[config.mk]
export PLATFORM = sky130hd
export DESIGN_NAME = pwr_lane_sched
export DESIGN_NICKNAME = d
export VERILOG_FILES = /design/src/rtl/pwr_sched_pkg.sv /design/src/rtl/pwr_sq_pipe.sv /design/src/rtl/pwr_lane_sched.sv
export SDC_FILE = /design/constraint.sdc
export NUM_CORES = 2
export LEC_CHECK = 0
export CORE_MARGIN = 4
export CORE_UTILIZATION = 40
export DETAILED_ROUTE_END_ITERATION = 6
export PLACE_DENSITY = 0.62
export SYNTH_ARGS = -nofsm -noshare
export SYNTH_HDL_FRONTEND = slang
export SYNTH_SLANG_ARGS = --single-unit
[constraint.sdc]
create_clock -name clk -period 9.4 [get_ports clk]
set_input_delay 1.41 -clock clk [delete_from_list [all_inputs] [get_ports clk]]
set_output_delay 1.41 -clock clk [all_outputs]
set_load 0.02 [all_outputs]
[src/rtl/pwr_sched_pkg.sv]
// Shared constants, tag record and FSM encoding for the lane-sharing power scheduler.
package pwr_sched_pkg;

  localparam int DATA_W   = 23;
  localparam int PROD_W   = 46;
  localparam int PWR_W    = 48;
  localparam int PIPE_LAT = 4;

  // Tag fields are sized for the largest supported configuration (8 lanes, 64k bins).
  localparam int TAG_LANE_W = 3;
  localparam int TAG_BIN_W  = 16;

  typedef struct packed {
    logic [TAG_LANE_W-1:0] lane;
    logic [TAG_BIN_W-1:0]  bin;
    logic                  sof;
  } tag_t;

  typedef enum logic [0:0] {
    ST_IDLE  = 1'b0,
    ST_BURST = 1'b1
  } state_t;

endpackage

[src/rtl/pwr_sq_pipe.sv]
// re^2 + im^2 datapath: three register stages around the multipliers, one after the adder.
module pwr_sq_pipe
  import pwr_sched_pkg::*;
(
  input  logic                     clk,
  input  logic                     sclr,
  input  logic signed [DATA_W-1:0] re,
  input  logic signed [DATA_W-1:0] im,
  output logic [PWR_W-1:0]         power
);

  logic signed [DATA_W-1:0] re_q, im_q;
  logic signed [PROD_W-1:0] re2_q, im2_q, re2_qq, im2_qq;

  // Squares are never negative, so zero extension of the products is exact.
  always_ff @(posedge clk) begin
    if (sclr) begin
      re_q   <= '0;
      im_q   <= '0;
      re2_q  <= '0;
      im2_q  <= '0;
      re2_qq <= '0;
      im2_qq <= '0;
      power  <= '0;
    end else begin
      re_q   <= re;
      im_q   <= im;
      re2_q  <= PROD_W'(re_q) * PROD_W'(re_q);
      im2_q  <= PROD_W'(im_q) * PROD_W'(im_q);
      re2_qq <= re2_q;
      im2_qq <= im2_q;
      power  <= PWR_W'($unsigned(re2_qq)) + PWR_W'($unsigned(im2_qq));
    end
  end

endmodule

[src/rtl/pwr_lane_sched.sv]
// Frame-locked round-robin scheduler: one lane owns the squarer for a whole FFT frame.
module pwr_lane_sched
  import pwr_sched_pkg::*;
#(
  parameter int NUM_LANES = 4,
  parameter int FFT_POINT = 512,
  parameter int BIN_W     = 9,
  parameter int LANE_W    = 2
) (
  input  logic                        clk,
  input  logic                        rst,
  input  logic [NUM_LANES-1:0]        s_valid,
  output logic [NUM_LANES-1:0]        s_ready,
  input  logic [NUM_LANES-1:0]        s_sof,
  input  logic [NUM_LANES*DATA_W-1:0] s_re,
  input  logic [NUM_LANES*DATA_W-1:0] s_im,
  output logic                        m_valid,
  output logic [LANE_W-1:0]           m_lane,
  output logic [BIN_W-1:0]            m_bin,
  output logic                        m_sof,
  output logic [PWR_W-1:0]            m_power,
  output logic [NUM_LANES-1:0]        err
);

  state_t                   state_q;
  logic [LANE_W-1:0]        ptr_q, g_q, sel, grant_idx, idx;
  logic [BIN_W-1:0]         cnt_q;
  logic [NUM_LANES-1:0]     err_q, disc, mid_err;
  logic                     grant_found, beat, sel_sof;
  logic signed [DATA_W-1:0] sq_re, sq_im;
  tag_t                     tag_in, out_tag;
  tag_t                     tag_q [PIPE_LAT];
  logic [PIPE_LAT-1:0]      vld_q;
  logic [$bits(tag_t)-1:0]  unused_tag;

  always_comb begin
    s_ready     = '0;
    disc        = '0;
    grant_found = 1'b0;
    grant_idx   = '0;
    idx         = '0;
    beat        = 1'b0;
    sel         = '0;
    if (!rst) begin
      if (state_q == ST_IDLE) begin
        for (int unsigned d = 0; d < NUM_LANES; d++) begin
          idx = LANE_W'((32'(ptr_q) + d) % NUM_LANES);
          if (!grant_found && s_valid[idx] && s_sof[idx]) begin
            grant_found = 1'b1;
            grant_idx   = idx;
          end
        end
        // Non-SOF samples arriving while idle are drained so the lane cannot lock up.
        disc    = s_valid & ~s_sof;
        s_ready = disc;
        if (grant_found) s_ready[grant_idx] = 1'b1;
        beat = grant_found;
        sel  = grant_idx;
      end else begin
        s_ready[g_q] = 1'b1;
        beat         = s_valid[g_q];
        sel          = g_q;
      end
    end
  end

  // The grant beat in IDLE carries SOF, so one tag rule covers both grant and mid-frame restart.
  always_comb begin
    sel_sof = s_sof[sel];
    sq_re   = '0;
    sq_im   = '0;
    tag_in  = '0;
    mid_err = '0;
    if (beat) begin
      sq_re       = s_re[int'(sel)*DATA_W +: DATA_W];
      sq_im       = s_im[int'(sel)*DATA_W +: DATA_W];
      tag_in.lane = TAG_LANE_W'(sel);
      tag_in.bin  = sel_sof ? '0 : TAG_BIN_W'(cnt_q);
      tag_in.sof  = sel_sof || (cnt_q == '0);
      if (state_q == ST_BURST && sel_sof && cnt_q != '0) mid_err[sel] = 1'b1;
    end
  end

  always_ff @(posedge clk) begin
    if (rst) begin
      state_q <= ST_IDLE;
      ptr_q   <= '0;
      g_q     <= '0;
      cnt_q   <= '0;
      err_q   <= '0;
      vld_q   <= '0;
      for (int unsigned i = 0; i < PIPE_LAT; i++) tag_q[i] <= '0;
    end else begin
      err_q    <= err_q | disc | mid_err;
      vld_q    <= {vld_q[PIPE_LAT-2:0], beat};
      tag_q[0] <= tag_in;
      for (int unsigned i = 1; i < PIPE_LAT; i++) tag_q[i] <= tag_q[i-1];
      if (state_q == ST_IDLE) begin
        if (grant_found) begin
          g_q     <= grant_idx;
          state_q <= ST_BURST;
          cnt_q   <= BIN_W'(1);
        end
      end else if (beat) begin
        if (sel_sof) begin
          cnt_q <= BIN_W'(1);
        end else if (cnt_q == BIN_W'(FFT_POINT-1)) begin
          state_q <= ST_IDLE;
          ptr_q   <= (g_q == LANE_W'(NUM_LANES-1)) ? '0 : g_q + LANE_W'(1);
          cnt_q   <= '0;
        end else begin
          cnt_q <= cnt_q + BIN_W'(1);
        end
      end
    end
  end

  pwr_sq_pipe u_sq (
    .clk   (clk),
    .sclr  (rst),
    .re    (sq_re),
    .im    (sq_im),
    .power (m_power)
  );

  assign out_tag    = tag_q[PIPE_LAT-1];
  assign unused_tag = out_tag;
  assign m_valid    = vld_q[PIPE_LAT-1];
  assign m_lane     = out_tag.lane[LANE_W-1:0];
  assign m_bin      = out_tag.bin[BIN_W-1:0];
  assign m_sof      = out_tag.sof;
  assign err        = err_q;

endmodule

==> Yosys cells after proc, flatten, opt, wreduce, memory -nomap -nowiden <==
Memory sizes are Yosys's and may differ from the RTL's.
Cells that the tools add are included.
Widths: inputs -> output; s select.
{ "totals": {"memories": 1, "ff_bits": 300, "out_inout_bits": 69, "mem_bits_rw": 80} }
{ "memory_table": {"columns": ["memory", "depth", "width", "rd", "rd_ports_with_merged_regs", "wr", "line", "text"], "rows": [
  ["tag_q", 4, 20, 4, 0, 4, "pwr_lane_sched.sv:32", "tag_t tag_q [PIPE_LAT];"]
]} }
{ "op_classes": {"order_cmp": 10, "n_shift": 2, "bitwise_logic": 12, "add_sub_neg": 6, "mux": 77, "n_eq_ne": 3, "n_mul": 3, "n_reduce_logical": 23} }
{ "op_table": {"columns": ["operator", "count"], "rows": [
  ["$mul 23x23->46", 2],
  ["$shiftx 92x32->23", 1],
  ["$shiftx 92x8->23", 1],
  ["$mux 20", 4],
  ["$mux 9", 6],
  ["$add 46x46->47", 1],
  ["$mux 1", 37],
  ["$mux 4", 7],
  ["$lt 2x3->1 const B", 7],
  ["$bmux 1 s2", 10],
  ["$mux 19", 1],
  ["$mux 2", 9],
  ["$logic_and 1x1->1", 12],
  ["$or 4x4->4", 3],
  ["$add 9x1->9 const B", 1],
  ["$eq 9x9->1 const B", 1],
  ["$logic_not 9->1", 1],
  ["$reduce_bool 9->1", 1],
  ["$mul 2x5->7 const B", 1],
  ["$demux 1 s2", 3],
  ["$ge 2x1->1 const B", 3],
  ["$add 2x1->2 const B", 2],
  ["$add 2x2->2 const B", 2],
  ["$and 4x4->4", 1],
  ["other kinds (11)", 19]
]} }

==> Depth between registers and ports, before layout <==
{ "depth": {"ltp_word": 33, "depth_mapped": 27, "ltp_nobuf": 25} }

==> Modules after synthesis <==
From an unflattened synthesis, not the netlist that was laid out.
{ "unflattened": {"cells_unflattened": 5074, "area_unflattened_um2": 48854.4} }
{ "modules_own_cells": {"columns": ["module", "cells_each", "area_per_inst_um2", "instances", "seq_area_each_um2"], "rows": [
  ["pwr_sq_pipe", 4680, 44712.9, 1, 5465.2],
  ["pwr_lane_sched", 394, 4141.5, 1, 1401.3]
]} }

==> Least setup slack after synthesis <==
Ideal clock, no wire load.
{ "synth_timing": {"kind": "reg-to-reg", "from": "reg u_sq.im_q[2]", "to": "reg u_sq.im2_q[43]", "arrival_time_ps": 7133, "slack_ps": 2146, "required_ps": 9279, "stages_incl_launch_ff": 23, "path_cell_list": "dfxtp_1 > clkbuf_1 > clkbuf_1 > nand2_1 > inv_1 > fa_1 > fa_1 > inv_1 > fa_1 > inv_1 > fa_1 > fa_1 > fa_1 > fa_1 > ha_1 > a21o_1 > a21o_1 > a2111oi_0 > o21ai_0 > a21oi_1 > nor2_1 > a311o_1 > mux2_4"} }
{ "synth_between": {"elab_chain_cells": 1} }
{ "synth_lines": {"columns": ["item", "line", "text"], "rows": [
  ["from (decl)", "pwr_sq_pipe.sv:12", "logic signed [DATA_W-1:0] re_q, im_q;"],
  ["from (signal assigned)", "pwr_sq_pipe.sv:27", "im_q <= im;"],
  ["$mul 23x23->46", "pwr_sq_pipe.sv:29", "im2_q <= PROD_W'(im_q) * PROD_W'(im_q);"],
  ["to (signal assigned)", "pwr_sq_pipe.sv:29", null],
  ["to (decl)", "pwr_sq_pipe.sv:13", "logic signed [PROD_W-1:0] re2_q, im2_q, re2_qq, im2_qq;"]
]} }
Every way passes these cells.
A chain may end at the register's enable or synchronous reset.

==> Worst setup path after layout <==
{ "layout_timing": {"from": "reg u_sq.re_q[4]", "to": "reg u_sq.re2_q[43]"} }
{ "layout_between": {"elab_chain_cells": 1} }
{ "layout_lines": {"columns": ["item", "line", "text"], "rows": [
  ["from (decl)", "pwr_sq_pipe.sv:12", null],
  ["from (signal assigned)", "pwr_sq_pipe.sv:26", "re_q <= re;"],
  ["$mul 23x23->46", "pwr_sq_pipe.sv:28", "re2_q <= PROD_W'(re_q) * PROD_W'(re_q);"],
  ["to (signal assigned)", "pwr_sq_pipe.sv:28", null],
  ["to (decl)", "pwr_sq_pipe.sv:13", null]
]} }
Every way passes these cells.

==> results.tsv <==
metric	value	unit
run status	completed	
worst skew pair latency	0.62	ns
top-count cell post-synth	inv_1	
GR Util All Layers	0.193	
Clock Path Buffers	3	
endpoints failing setup	0	
fillcell total	11600	
startpoint types	register	
RePlAce Congestion	0.888	
Post-synth EDFFs	0	
Std-Cell Rows	127	
Final Hold Vio Count	0	
total CTS buffers	43	
critical path class	register to register	
number of buffers added for setup after CTS	0	
final wirelength	118	mm
largest net degree at the start of global routing	98	
Post-CTS Hold Buffers	0	
Tcrit/Tclk final	0.860	
area of the multi-input gates	0.0364	mm²
first-pass GRT wire length	194	mm
Die ar.	0.127	mm²
fraction of layout cells with a size suffix above 1	0.0437	
Slew Limit Fails	0	
Detailed Place HPWL	97.6	mm
cell count after synthesis	4975	
unrepaired setup endpoints after global routing	false	
DRT antenna net count	0	
vias per cell	4.90	
Clock Sinks	343	
cell taking the most area after synthesis	fa_1	
Main synth FF type	dfxtp_1	
Final Skew	0.0474	ns
sequential cell area	0.00687	mm²
Period minus WS final	8.08	ns
initial antenna violation count	6	
P per Cell Area	130	mW/mm²
core footprint	0.120	mm²
synthesized cell area	0.0485	mm²
DRC Markers	0	
DR pass1 iterations	5	
yosys warns	0	
nets@finish	6699	
VDD IR max	0.000144	V
Distinct cells, synth	88	
top post-synthesis cells by area	fa_1 43%, dfxtp_1 14%, inv_1 9.4%	
Clock transition at path regs	0.06	ns
TNS Setup	0	ns
final instance area	0.0545	mm²
via count	33400	
Max H-tree Level	2	
DP Area	0.0529	mm²
endpoint class of the critical path	register	
Worst Tran Pin Value	1.21	ns
Worst slew margin	0.195	
average cell area after synthesis	9.76	µm²
leakage	27.6	nW
cts repair resizes	0	
maximum capacitance violations	0	
chip height	356	µm
crit path max fanout	25	
drt initial violations	1765	
grt ovf	0	
IO Pins	263	
max frequency	124	MHz
Seq cells post-synth	343	
Hold Crit Class	register to register	
Synthesized Nets	6512	
Die Width	356	µm
Worst Path Required	9.91	ns
sequential share of the synthesized area	0.141	
CTS tree	yes	
number of global-route vias before repair	37000	
Synth top cells by count	1215 x inv_1, 1037 x fa_1, 381 x nand2_1	
Port Buffer Count	261	
top cell type's share of synthesized area	0.428	
Data arrival, critical path	8.60	ns
CTS root buffer	clkbuf_16	
Initial Util	0.404	
Area growth, synth to finish	12.3	%
post-DR wirelength/cell	17.3	µm
Synth async-reset ratio	0	
[critical path, cell delays in order (launching register included)]
cell and delay [ns]:
dfxtp_1 1.12, and2_1 0.28, inv_1 0.07, fa_1 0.54, inv_1 0.05, fa_1 0.47
inv_1 0.06, fa_1 0.52, fa_1 0.53, inv_1 0.06, fa_1 0.55, fa_1 0.43
fa_1 0.44, ha_1 0.37, and2_1 0.28, nand3_1 0.12, or3_1 0.45, and4_1 0.28
o31ai_1 0.51, a21oi_1 0.20, a211oi_1 0.29, mux2_2 0.36
[kinds of logic (layout without fill, tap and decap cells)]
logic type / Yosys count / after routing / synth area share
fa+ha+maj: 1343 / 1343 / 0.507
buf+inv: 1389 / 1610 / 0.108
other cells: 1 / 6 / 0.0000773
mux: 68 / 68 / 0.0270
compound gates: 472 / 472 / 0.0645
simple gates: 1229 / 1229 / 0.129
xor+xnor: 130 / 130 / 0.0235
flops: 343 / 343 / 0.141
[state kept, by name, summed over array words and instances (netlist names)]
register and flops:
cnt_q 9, u_sq.re_q 23, state_q 1, tag_q 48, ptr_q 2, u_sq.im2_q 45, u_sq.re2_qq 45, u_sq.im2_qq 45
u_sq.re2_q 45, vld_q 4, u_sq.im_q 23, u_sq.power 47, g_q 2, err 4
[power breakdown]
part | total (W) | internal, W | leakage [nW] | switching [W]
Combinational | 0.00348 | 0.00145 | 24.0 | 0.00203
Sequential | 0.00180 | 0.00168 | 2.80 | 0.000121
Clock | 0.00182 | 0.00109 | 0.739 | 0.000729
[placed cells by master (no fill, tap or decap), drive strengths merged, types with 48 or more instances in the layout]
| cell | instances |
|---|---|
| fa | 1037 |
| buf | 55 |
| nor2 | 188 |
| mux4 | 48 |
| clkbuf | 49 |
| o21ai | 85 |
| nand2 | 382 |
| dfxtp | 343 |
| nor2b | 197 |
| a21oi | 135 |
| ha | 306 |
| inv | 1221 |
| clkdlybuf4s50 | 260 |
| a21o | 71 |
| and2 | 266 |
| xnor2 | 84 |
[per-layer routing]
metal,part of all wire,track usage
met4,0.031,0.0576
met3,0.058,0.0334
met2,0.49,0.324
met5,0,0
met1,0.42,0.255
[worst paths after layout]
kind                                   from                    endpoint  slack, ns  cells after the start
setup / recovery    u_sq.re_q[4]$_SDFF_PP0_   u_sq.re2_q[43]$_SDFF_PP0_       1.32                     21
hold / removal    u_sq.im2_q[26]$_SDFF_PP0_  u_sq.im2_qq[26]$_SDFF_PP0_       0.42                      1
setup reg to reg    u_sq.re_q[4]$_SDFF_PP0_   u_sq.re2_q[43]$_SDFF_PP0_       1.32                     21
hold reg to reg   u_sq.im2_q[26]$_SDFF_PP0_  u_sq.im2_qq[26]$_SDFF_PP0_       0.42                      1
[per-stage QoR]
step,worst slack [ns],power [W],instances,util,hold slack (ns)
3_5_place_dp,1.37,0.00534,6729,0.440,0.422
2_1_floorplan,2.15,0.00428,4975,-,0.414
4_1_cts,1.34,0.00721,6808,0.453,0.416
3_3_place_gp,1.61,0.00529,6729,0.440,0.416
5_1_grt,0.884,0.00772,6809,0.453,0.425
6_report,1.32,0.00711,6813,0.454,0.418
[final cells by class]
cell class                      count  area share
Antenna cell                        5    0.000230
Clock inverter                     30     0.00836
Multi-Input combinational cell   3243       0.669
Inverter                         1216      0.0838
Tap cell                         1612      0.0370
Timing Repair Buffer              315      0.0555
Sequential cell                   343       0.126
Clock buffer                       49      0.0203
Note: power is estimated with default switching activity, not from simulation.
